--- src/rtl/instruction_execute.sv ---
// instruction_execute: execute stage of the 3-bit chronospatial CPU.
//
// Retires the instruction presented by fetch (opcode/operand at address
// instr_ptr_if_reg), owns registers A/B/C and drives the fetch address.
// Fetch runs one instruction ahead of execute, so instr_ptr normally leads
// instr_ptr_if_reg by two. A taken jump loads instr_ptr with the target and
// squashes the single wrong-path instruction that is already in fetch.
//
// Ports:
//   clk, rst_n              clock, asynchronous active-low reset
//   start                   pulse: load init_a/b/c and begin a run (IDLE/DONE only)
//   init_a/b/c              initial register values
//   opcode, operand         instruction from fetch
//   instr_ptr_if_reg        address of the instruction held by fetch
//   instr_ptr               registered fetch address
//   halt                    freezes fetch (not running, or output stalled)
//   out_data/out_valid      output value and its valid flag
//   out_ready               consumer accepts out_data
//   busy, done, err         run status; err is sticky until the next start
//   reg_a/reg_b/reg_c       architectural registers
//   steps                   instructions retired in this run
module instruction_execute #(
  parameter int REG_W     = 32,
  parameter int MAX_STEPS = 65535
) (
  input  logic             clk,
  input  logic             rst_n,
  input  logic             start,
  input  logic [REG_W-1:0] init_a,
  input  logic [REG_W-1:0] init_b,
  input  logic [REG_W-1:0] init_c,
  input  logic [2:0]       opcode,
  input  logic [2:0]       operand,
  input  logic [3:0]       instr_ptr_if_reg,
  output logic [3:0]       instr_ptr,
  output logic             halt,
  output logic [2:0]       out_data,
  output logic             out_valid,
  input  logic             out_ready,
  output logic             busy,
  output logic             done,
  output logic             err,
  output logic [REG_W-1:0] reg_a,
  output logic [REG_W-1:0] reg_b,
  output logic [REG_W-1:0] reg_c,
  output logic [15:0]      steps
);

  typedef enum logic [1:0] {IDLE = 2'd0, RUN = 2'd1, DONE = 2'd2} state_t;

  localparam logic [REG_W-1:0] SHIFT_LIMIT = REG_W'(REG_W);
  localparam logic [15:0]      STEP_LIMIT  = 16'(MAX_STEPS);

  state_t           state;
  logic             squash;
  logic             stall;
  logic [REG_W-1:0] combo;
  logic             combo_bad;
  logic             uses_combo;
  logic             jump_taken;
  logic [15:0]      steps_next;

  // Logical right shift that saturates to zero for oversized amounts.
  function automatic logic [REG_W-1:0] shr(input logic [REG_W-1:0] x,
                                           input logic [REG_W-1:0] amt);
    if (amt >= SHIFT_LIMIT) begin
      return {REG_W{1'b0}};
    end else begin
      return x >> amt;
    end
  endfunction

  assign stall      = out_valid & ~out_ready;
  assign halt       = (state != RUN) | stall;
  assign busy       = (state == RUN);
  assign done       = (state == DONE);
  assign jump_taken = (opcode == 3'd3) && (reg_a != {REG_W{1'b0}});
  assign steps_next = steps + 16'd1;

  // Combo operand decode; operand 7 is reserved and flags an error.
  always_comb begin
    combo     = {REG_W{1'b0}};
    combo_bad = 1'b0;
    case (operand)
      3'd4:    combo = reg_a;
      3'd5:    combo = reg_b;
      3'd6:    combo = reg_c;
      3'd7:    combo_bad = 1'b1;
      default: combo = REG_W'(operand);
    endcase
  end

  // Only adv, bst, out, bdv and cdv interpret the operand as a combo operand.
  always_comb begin
    case (opcode)
      3'd0, 3'd2, 3'd5, 3'd6, 3'd7: uses_combo = 1'b1;
      default:                      uses_combo = 1'b0;
    endcase
  end

  // Run-control FSM, register file, instruction pointer and output handshake.
  always_ff @(posedge clk or negedge rst_n) begin
    if (!rst_n) begin
      state     <= IDLE;
      squash    <= 1'b0;
      instr_ptr <= 4'd0;
      out_data  <= 3'd0;
      out_valid <= 1'b0;
      err       <= 1'b0;
      reg_a     <= {REG_W{1'b0}};
      reg_b     <= {REG_W{1'b0}};
      reg_c     <= {REG_W{1'b0}};
      steps     <= 16'd0;
    end else begin
      // An accepted output drops valid; a retiring out below overrides this.
      if (out_valid && out_ready) begin
        out_valid <= 1'b0;
      end
      case (state)
        IDLE, DONE: begin
          if (start && !out_valid) begin
            reg_a     <= init_a;
            reg_b     <= init_b;
            reg_c     <= init_c;
            instr_ptr <= 4'd0;
            steps     <= 16'd0;
            err       <= 1'b0;
            squash    <= 1'b1;   // fetch still holds a stale instruction
            state     <= RUN;
          end
        end
        RUN: begin
          if (stall) begin
            // hold everything until the consumer takes the pending output
          end else if (squash) begin
            instr_ptr <= instr_ptr + 4'd2;
            squash    <= 1'b0;
          end else if (uses_combo && combo_bad) begin
            state <= DONE;
            err   <= 1'b1;
          end else if (jump_taken && operand[0]) begin
            state <= DONE;
            err   <= 1'b1;
          end else begin
            steps     <= steps_next;
            instr_ptr <= instr_ptr + 4'd2;
            case (opcode)
              3'd0: reg_a <= shr(reg_a, combo);
              3'd1: reg_b <= reg_b ^ REG_W'(operand);
              3'd2: reg_b <= REG_W'(combo[2:0]);
              3'd3: begin
                if (jump_taken) begin
                  instr_ptr <= {1'b0, operand};
                  squash    <= 1'b1;
                end
              end
              3'd4: reg_b <= reg_b ^ reg_c;
              3'd5: begin
                out_data  <= combo[2:0];
                out_valid <= 1'b1;
              end
              3'd6: reg_b <= shr(reg_a, combo);
              3'd7: reg_c <= shr(reg_a, combo);
              default: reg_a <= reg_a;
            endcase
            if (steps_next == STEP_LIMIT) begin
              state <= DONE;
              err   <= 1'b1;
            end else if ((instr_ptr_if_reg == 4'd14) && !jump_taken) begin
              state <= DONE;
            end
          end
        end
        default: state <= IDLE;
      endcase
    end
  end

endmodule

--- config.mk ---
export PLATFORM = sky130hd
export DESIGN_NAME = instruction_execute
export DESIGN_NICKNAME = d
export VERILOG_FILES = /design/src/rtl/instruction_execute.sv
export SDC_FILE = /design/constraint.sdc
export NUM_CORES = 1
export LEC_CHECK = 0
export ABC_AREA = 0
export ABC_CLOCK_PERIOD_IN_PS = 2900
export CAP_MARGIN = 20
export CORE_ASPECT_RATIO = 2
export CORE_MARGIN = 2
export CORE_UTILIZATION = 40
export CTS_CLUSTER_DIAMETER = 50
export DETAILED_ROUTE_END_ITERATION = 8
export PLACE_DENSITY_LB_ADDON = 0.12
export SYNTH_ARGS = -nofsm -noshare
export SYNTH_HDL_FRONTEND = slang
export SYNTH_SLANG_ARGS = --single-unit
export TNS_END_PERCENT = 1
--- constraint.sdc ---
create_clock -name clk -period 2.9 [get_ports clk]
set_clock_uncertainty 0.05 [all_clocks]
set_input_delay 0.58 -clock clk [delete_from_list [all_inputs] [get_ports clk]]
set_output_delay 0.58 -clock clk [all_outputs]
set_load 0.03 [all_outputs]
==> results_dict.tcl, run 1 <==
set metrics [dict create \
    status "finished with violations" \
    violations "negative setup slack" \
    ios 234 \
    antennaDiodeCount 0 \
    ant_nets 0 \
    ys.flop_type "dfrtp_1" \
    hold_buffers 0 \
    rows 81 \
    core_area_mm2 0.0243 \
    avgSynthCellArea_um2 7.92 \
    synth-seq-cells 124 \
    async_flop_share_pct 100 \
    regArea_mm2 0.00310 \
    cts_tree "yes" \
    rsz0062_at_grt "true" \
    crit_fanout 11 \
    setup_viol 7 \
    wl_per_cell_um 30.8 \
    h-tree-depth 4 \
    fill_cells 1962 \
    vias 14300 \
    synthesis.area_mm2 0.00987 \
    grt_pass1_wl_um 92100 \
    vias_per_cell 6.83 \
    syn_inst 1246 \
    r2r_start "reg_a[2]" \
    grt_pass1_vias 14400 \
    wl_um 64500 \
    grt-ovfl-total 0 \
    nets 1903 \
    drc 0 \
    die_h_um 226 \
    required_ps 3160 \
    clk_pin_slew_worst_paths_ps 60 \
    drt_iter0_markers 1876 \
    cts_sinks 124 \
    endpoint_kind "flop" \
    report.final.slew_viol_count 0 \
    critPathSlowestCell "o211ai_1" \
    worstSetupPathType "primary input to flop" \
    relSlewSlack_pct 39.7 \
    hp-class "primary input to asynchronous set/reset pin" \
    period_share_pct 102 \
    reg2reg_depth 11 \
    cts_buffers 17 \
    ctsLongestPathBuffers 2 \
    r2r_end "reg_c[0]" \
    arrival_ps 3210 \
    worst_slew_pin_slew_ps 895 \
    drt_pass1_iterations 8 \
    place.gp.congestion 1.10 \
    yosysSeqAreaShare_pct 31.4 \
    power_leakage_nw 7.00 \
    grt_max_degree 91 \
    ys.warnings.count 0 \
    fin_crit_ps 2950 \
    insertion_delay_ps 440 \
    antenna_found_initial 0 \
    hold_viol 0 \
    numPortBuffers 233 \
    drive_gt1_share_pct 32.8 \
    r2r_setup_slack_ps 10 \
    fin_ws_ps -49.0 \
    timing.fmax_ghz 0.339 \
    cts_root_buffer "clkbuf_16" \
    synthDistinctLibCells 86 \
    synthesis.nets 1359 \
    power_density_mw_per_mm2 1170 \
    finish.utilization_pct 68.2 \
    maxCapViolCount 0 \
    setup-tns-final_ps -175 \
    start_util_pct 40.6 \
    synth_edf_count 0 \
    crit_path_start_kind "primary input" \
    path_cells "clkdlybuf4s15_2 > buf_12 > mux2_4 > a32o_2 > buf_12 > buf_6 > nor3_4 > buf_6 > nand3_1 > o211ai_1 > a221oi_4 > o211ai_1 > a21oi_1" \
    dp_hpwl_um 49900 \
    dieArea_mm2 0.0260 \
    cpPeakStageDelay_ps 360 \
    syn2layout_area_growth_pct 68.0 \
    multi_input_area_mm2 0.00682 \
    chipWidth_um 115 \
    track_usage_pct 49.1 \
    ir_drop_v 0.00180 \
]
## cells by family (layout without fill, tap and decap cells)
group	count (synthesis)	after routing	synth area share [%]
adder cells (fa/ha/maj)	3	3	0.380
multiplexers	39	39	4.77
AND/OR/NAND/NOR	474	474	23.8
XOR/XNOR	34	34	3.02
flip-flops	124	124	31.4
AO/OA/AOI/OAI	450	450	30.6
buffers and inverters	122	679	5.98
## synth_stat cells (all sizes together) (7+ instances only)
cell type  instances  share of area (%)
nand2b             8               0.51
buf               47                3.1
nor2b              8               0.51
o211ai            18                1.4
a21o               7               0.53
o31ai             14                1.1
xnor2              8               0.71
o221ai            14                1.2
xor2              26                2.3
nand3             79                4.0
dfrtp            124                 31
nor2             118                4.7
nor3              32                2.1
a32oi             16                1.6
and3              31                2.0
nor4              25                1.7
a22oi             15                1.1
and2              11               0.70
a31oi             10               0.63
nand4             20                1.3
nand2            117                4.5
a221oi            39                3.7
o21ai            119                6.1
mux2              12                1.5
inv               19               0.72
o22ai             25                1.6
a21oi            100                5.2
mux2i             23                2.4
a211oi            18                1.4
clkbuf            56                2.1
## flip-flops by register name (all words and copies together), names as in the netlist
signal / cells
squash: 1
err: 1
instr_ptr: 4
out_valid: 1
reg_c: 32
out_data: 3
reg_b: 32
steps: 16
state: 2
reg_a: 32
## where the power goes
part | switching [mW] | total (mW) | internal [mW]
clock network | 0.904 | 2.12 | 1.21
registers | 0.797 | 3.25 | 2.45
logic | 8.40 | 14.1 | 5.68
## routing by layer
metal | share of wire [%] | vias to the layer above | global-route usage [%]
met4 | 13 | 0 | 49.6
met3 | 9.3 | 506 | 11.5
li1 | - | 5842 | -
met5 | 0 | - | 0
met2 | 47 | 1246 | 81.1
met1 | 30 | 6694 | 48.3
## cell type report
cell class                 instances  share of cell area (%)
timing repair buffer             628                    34.1
clock inverter                    14                   0.807
inverter                          19                   0.430
clock buffer                      18                    2.65
multi-input combinational       1000                    41.1
sequential                       124                    18.7
tap                              290                    2.19
## per-stage QoR
stage	power, mW	cell area, µm²	hold WS, ps	cells	worst slack [ps]
2_1_floorplan	9.05	9870	234	1246	47.7
3_3_place_gp	15.8	15300	443	2052	-1210
3_5_place_dp	16.0	15300	448	2052	-1180
4_1_cts	18.5	16200	106	2088	-16.2
5_1_grt	20.0	16600	132	2093	-73.0
6_report	19.4	16600	94.9	2093	-49.0
## how the worst max path moves through the flow
stage | cells after the start | end | start | slack [ps]
global placement | 15 | reg_c[10] | operand[0] | -1210
detailed placement | 15 | reg_c[10] | operand[0] | -1180
CTS | 13 | reg_a[6] | operand[0] | -20
finish | 13 | reg_c[0] | operand[0] | -50
global route | 17 | reg_b[4] | operand[0] | -70
floorplan | 11 | reg_a[13] | operand[1] | 50
## cell usage in the layout (no fill, tap or decap), types with 14 or more instances in the layout
master / Yosys / routed
nand4_1: 20 / 20
buf_4: 13 / 358
mux2i_1: 22 / 16
clkbuf_16: 0 / 17
o22ai_1: 25 / 23
dfrtp_1: 124 / 123
a221oi_1: 36 / 28
o21ai_0: 106 / 94
nor4_1: 23 / 18
buf_6: 7 / 14
a21oi_2: 1 / 14
buf_12: 0 / 24
and3_1: 31 / 30
o211ai_1: 18 / 18
a21oi_1: 98 / 83
o21ai_1: 12 / 20
nor3_1: 27 / 17
xor2_1: 26 / 26
nand3_1: 79 / 72
inv_1: 18 / 18
nor2_1: 115 / 109
clkdlybuf4s50_1: 0 / 227
nand2_1: 115 / 110
## what timing repair did
item | in CTS | in global routing
resized for setup | 78 | 84
pin swaps | 21 | 20
setup endpoints to repair | 96 | 99
endpoints found under the hold margin | 0 | 0
buffers inserted | 4 | 5
## worst max-delay path, delay by kind of cell
family,cells,cell delay (ps)
buffers and inverters,5,850
AND/OR/NAND/NOR,2,360
AO/OA/AOI/OAI,5,1080
multiplexers,1,330
No activity file was read; power rests on OpenSTA's default activity.
==> run 2: changes to the inputs <==
--- a/config.mk
+++ b/config.mk
@@ -11,9 +11,10 @@
 export CORE_ASPECT_RATIO = 2
 export CORE_MARGIN = 2
 export CORE_UTILIZATION = 40
-export CTS_CLUSTER_DIAMETER = 50
+export CTS_CLUSTER_DIAMETER = 100
 export DETAILED_ROUTE_END_ITERATION = 8
 export PLACE_DENSITY_LB_ADDON = 0.12
+export SKIP_LAST_GASP = 1
 export SYNTH_ARGS = -nofsm -noshare
 export SYNTH_HDL_FRONTEND = slang
 export SYNTH_SLANG_ARGS = --single-unit
==> results_dict.tcl, run 2 (synthesized netlist as in run 1, its figures left out) <==
set metrics [dict create \
    pre_cts_ws_ps -1180 \
    critPathSlowestCell "nor4_4" \
    drc 0 \
    rows 81 \
    worst_slew_pin_slew_ps 722 \
    seq_power_share_pct 16.6 \
    hold_viol 0 \
    relSlewSlack_pct 51.9 \
    p_clk_share_pct 10.9 \
    endpoint_kind "flop" \
    power_leakage_nw 7.03 \
    fin_ws_ps -38.6 \
    antennaDiodeCount 0 \
    grt_max_degree 91 \
    core_area_mm2 0.0243 \
    place_inst 2052 \
    start_util_pct 40.6 \
    antenna_found_initial 1 \
    dpl_cell_area_mm2 0.0153 \
    syn2layout_area_growth_pct 67.9 \
    drt-met1-wl_um 19200 \
    numPortBuffers 233 \
    hold_buffers 0 \
    cts_buffers 17 \
    drt_pass1_iterations 8 \
    worstSetupPathType "flop to flop" \
    crit_path_start_kind "flop" \
    worst-path-buf-inv 4 \
    ctsLongestPathBuffers 2 \
    timing.fmax_ghz 0.340 \
    internal_power_mw 9.39 \
    dieArea_mm2 0.0260 \
    top_regs "reg_a (32), reg_b (32), reg_c (32)" \
    arrival_ps 3250 \
    fin_cells 2100 \
    netSwitchingFraction_pct 52.0 \
    track_usage_pct 49.2 \
    nets 1910 \
    top_layer_used "met4" \
    hp-class "primary input to asynchronous set/reset pin" \
    path_delay_family "multiplexers" \
    power_density_mw_per_mm2 1180 \
    grt_pass1_vias 14400 \
    cpPeakStageDelay_ps 480 \
    grt_pass1_wl_um 92200 \
    period_share_pct 101 \
    place.gp.congestion 1.10 \
    ios 234 \
    cts_tree "yes" \
    drive_gt1_share_pct 32.1 \
    cts_root_buffer "clkbuf_16" \
    vias_per_cell 6.83 \
    dp_hpwl_um 49900 \
    ant_nets 0 \
    drt_iter0_markers 1912 \
    setup_viol 14 \
    maxCapViolCount 0 \
    combPwrFrac_pct 72.5 \
    wl_per_cell_um 31.0 \
    report.final.slew_viol_count 0 \
    grt-ovfl-total 0 \
    final_common_cell "buf_4" \
    power_switching_mw 10.2 \
    die_h_um 226 \
    vias 14300 \
    h-tree-depth 4 \
    rsz0062_at_grt "true" \
    clk_pin_slew_worst_paths_ps 70 \
    crit_fanout 6 \
    insertion_delay_ps 440 \
    layout_common_cells "368 x buf_4, 227 x clkdlybuf4s50_1, 124 x dfrtp_1" \
    wl_um 65200 \
    required_ps 3210 \
    status "finished with violations" \
    met3_length_um 6460 \
    cts_sinks 124 \
    path_cells "mux2_4 > a32o_2 > buf_12 > buf_12 > buf_4 > mux2i_2 > mux2i_2 > o32ai_4 > nor4_4 > buf_4 > a211oi_4 > o21ai_1" \
    met2_length_um 30500 \
    fin_crit_ps 2940 \
    violations "negative setup slack" \
    ir_drop_v 0.00179 \
    final_area_mm2 0.0166 \
    chipWidth_um 115 \
]
## run 2: repair_timing
item                       CTS  global route
setup endpoints to repair   96           102
pin swaps                   12            27
resized for setup           50            94
buffers inserted             4            13
## run 2: area by class of cell
type,instances,area (µm²)
flip-flops and latches,124,3100
clock buffers,18,439
multi-input cells,1000,6770
clock inverters,14,134
well taps,290,363
fillers,1976,7750
repair buffers,635,5690
inverters,19,71.3
## run 2: worst paths after layout
check	start	endpoint	slack (ps)	depth (start not counted)
setup / recovery	reg_a[2]	reg_c[10]	-40	12
hold / removal	rst_n	instr_ptr[1]	90	1
setup reg to reg	reg_a[2]	reg_c[10]	-40	12
hold reg to reg	instr_ptr[3]	instr_ptr[3]	460	1
max in group asynchronous	rst_n	reg_a[6]	1960	2
min in group clk	instr_ptr[3]	instr_ptr[3]	460	1
## run 2: metrics by stage
stage | power [mW] | util [%] | hold WS [ps] | TNS, ps
after global placement | 15.8 | 62.7 | 443 | -81150
after floorplan | 9.05 | - | 234 | 0
final | 19.6 | 68.1 | 87.3 | -236
after detailed placement | 16.0 | 62.7 | 448 | -83560
after CTS | 18.4 | 66.1 | 106 | -4180
after global routing | 20.1 | 68.1 | 132 | -1310
## run 2: routing by layer
metal	GRT usage [%]	vias up
li1	-	5858
met1	48.3	6754
met2	80.3	1216
met3	11.8	515
met4	51.0	0
met5	0	-
## run 2: power groups by stage
stage               Clock (mW)  Sequential (mW)  Combinational [mW]
detailed placement           0             3.21                12.8
finish                    2.13             3.25                14.2
CTS                       2.11             3.20                13.1
global route              2.18             3.31                14.6
floorplan                    0             4.56                4.49
global placement             0             3.18                12.7
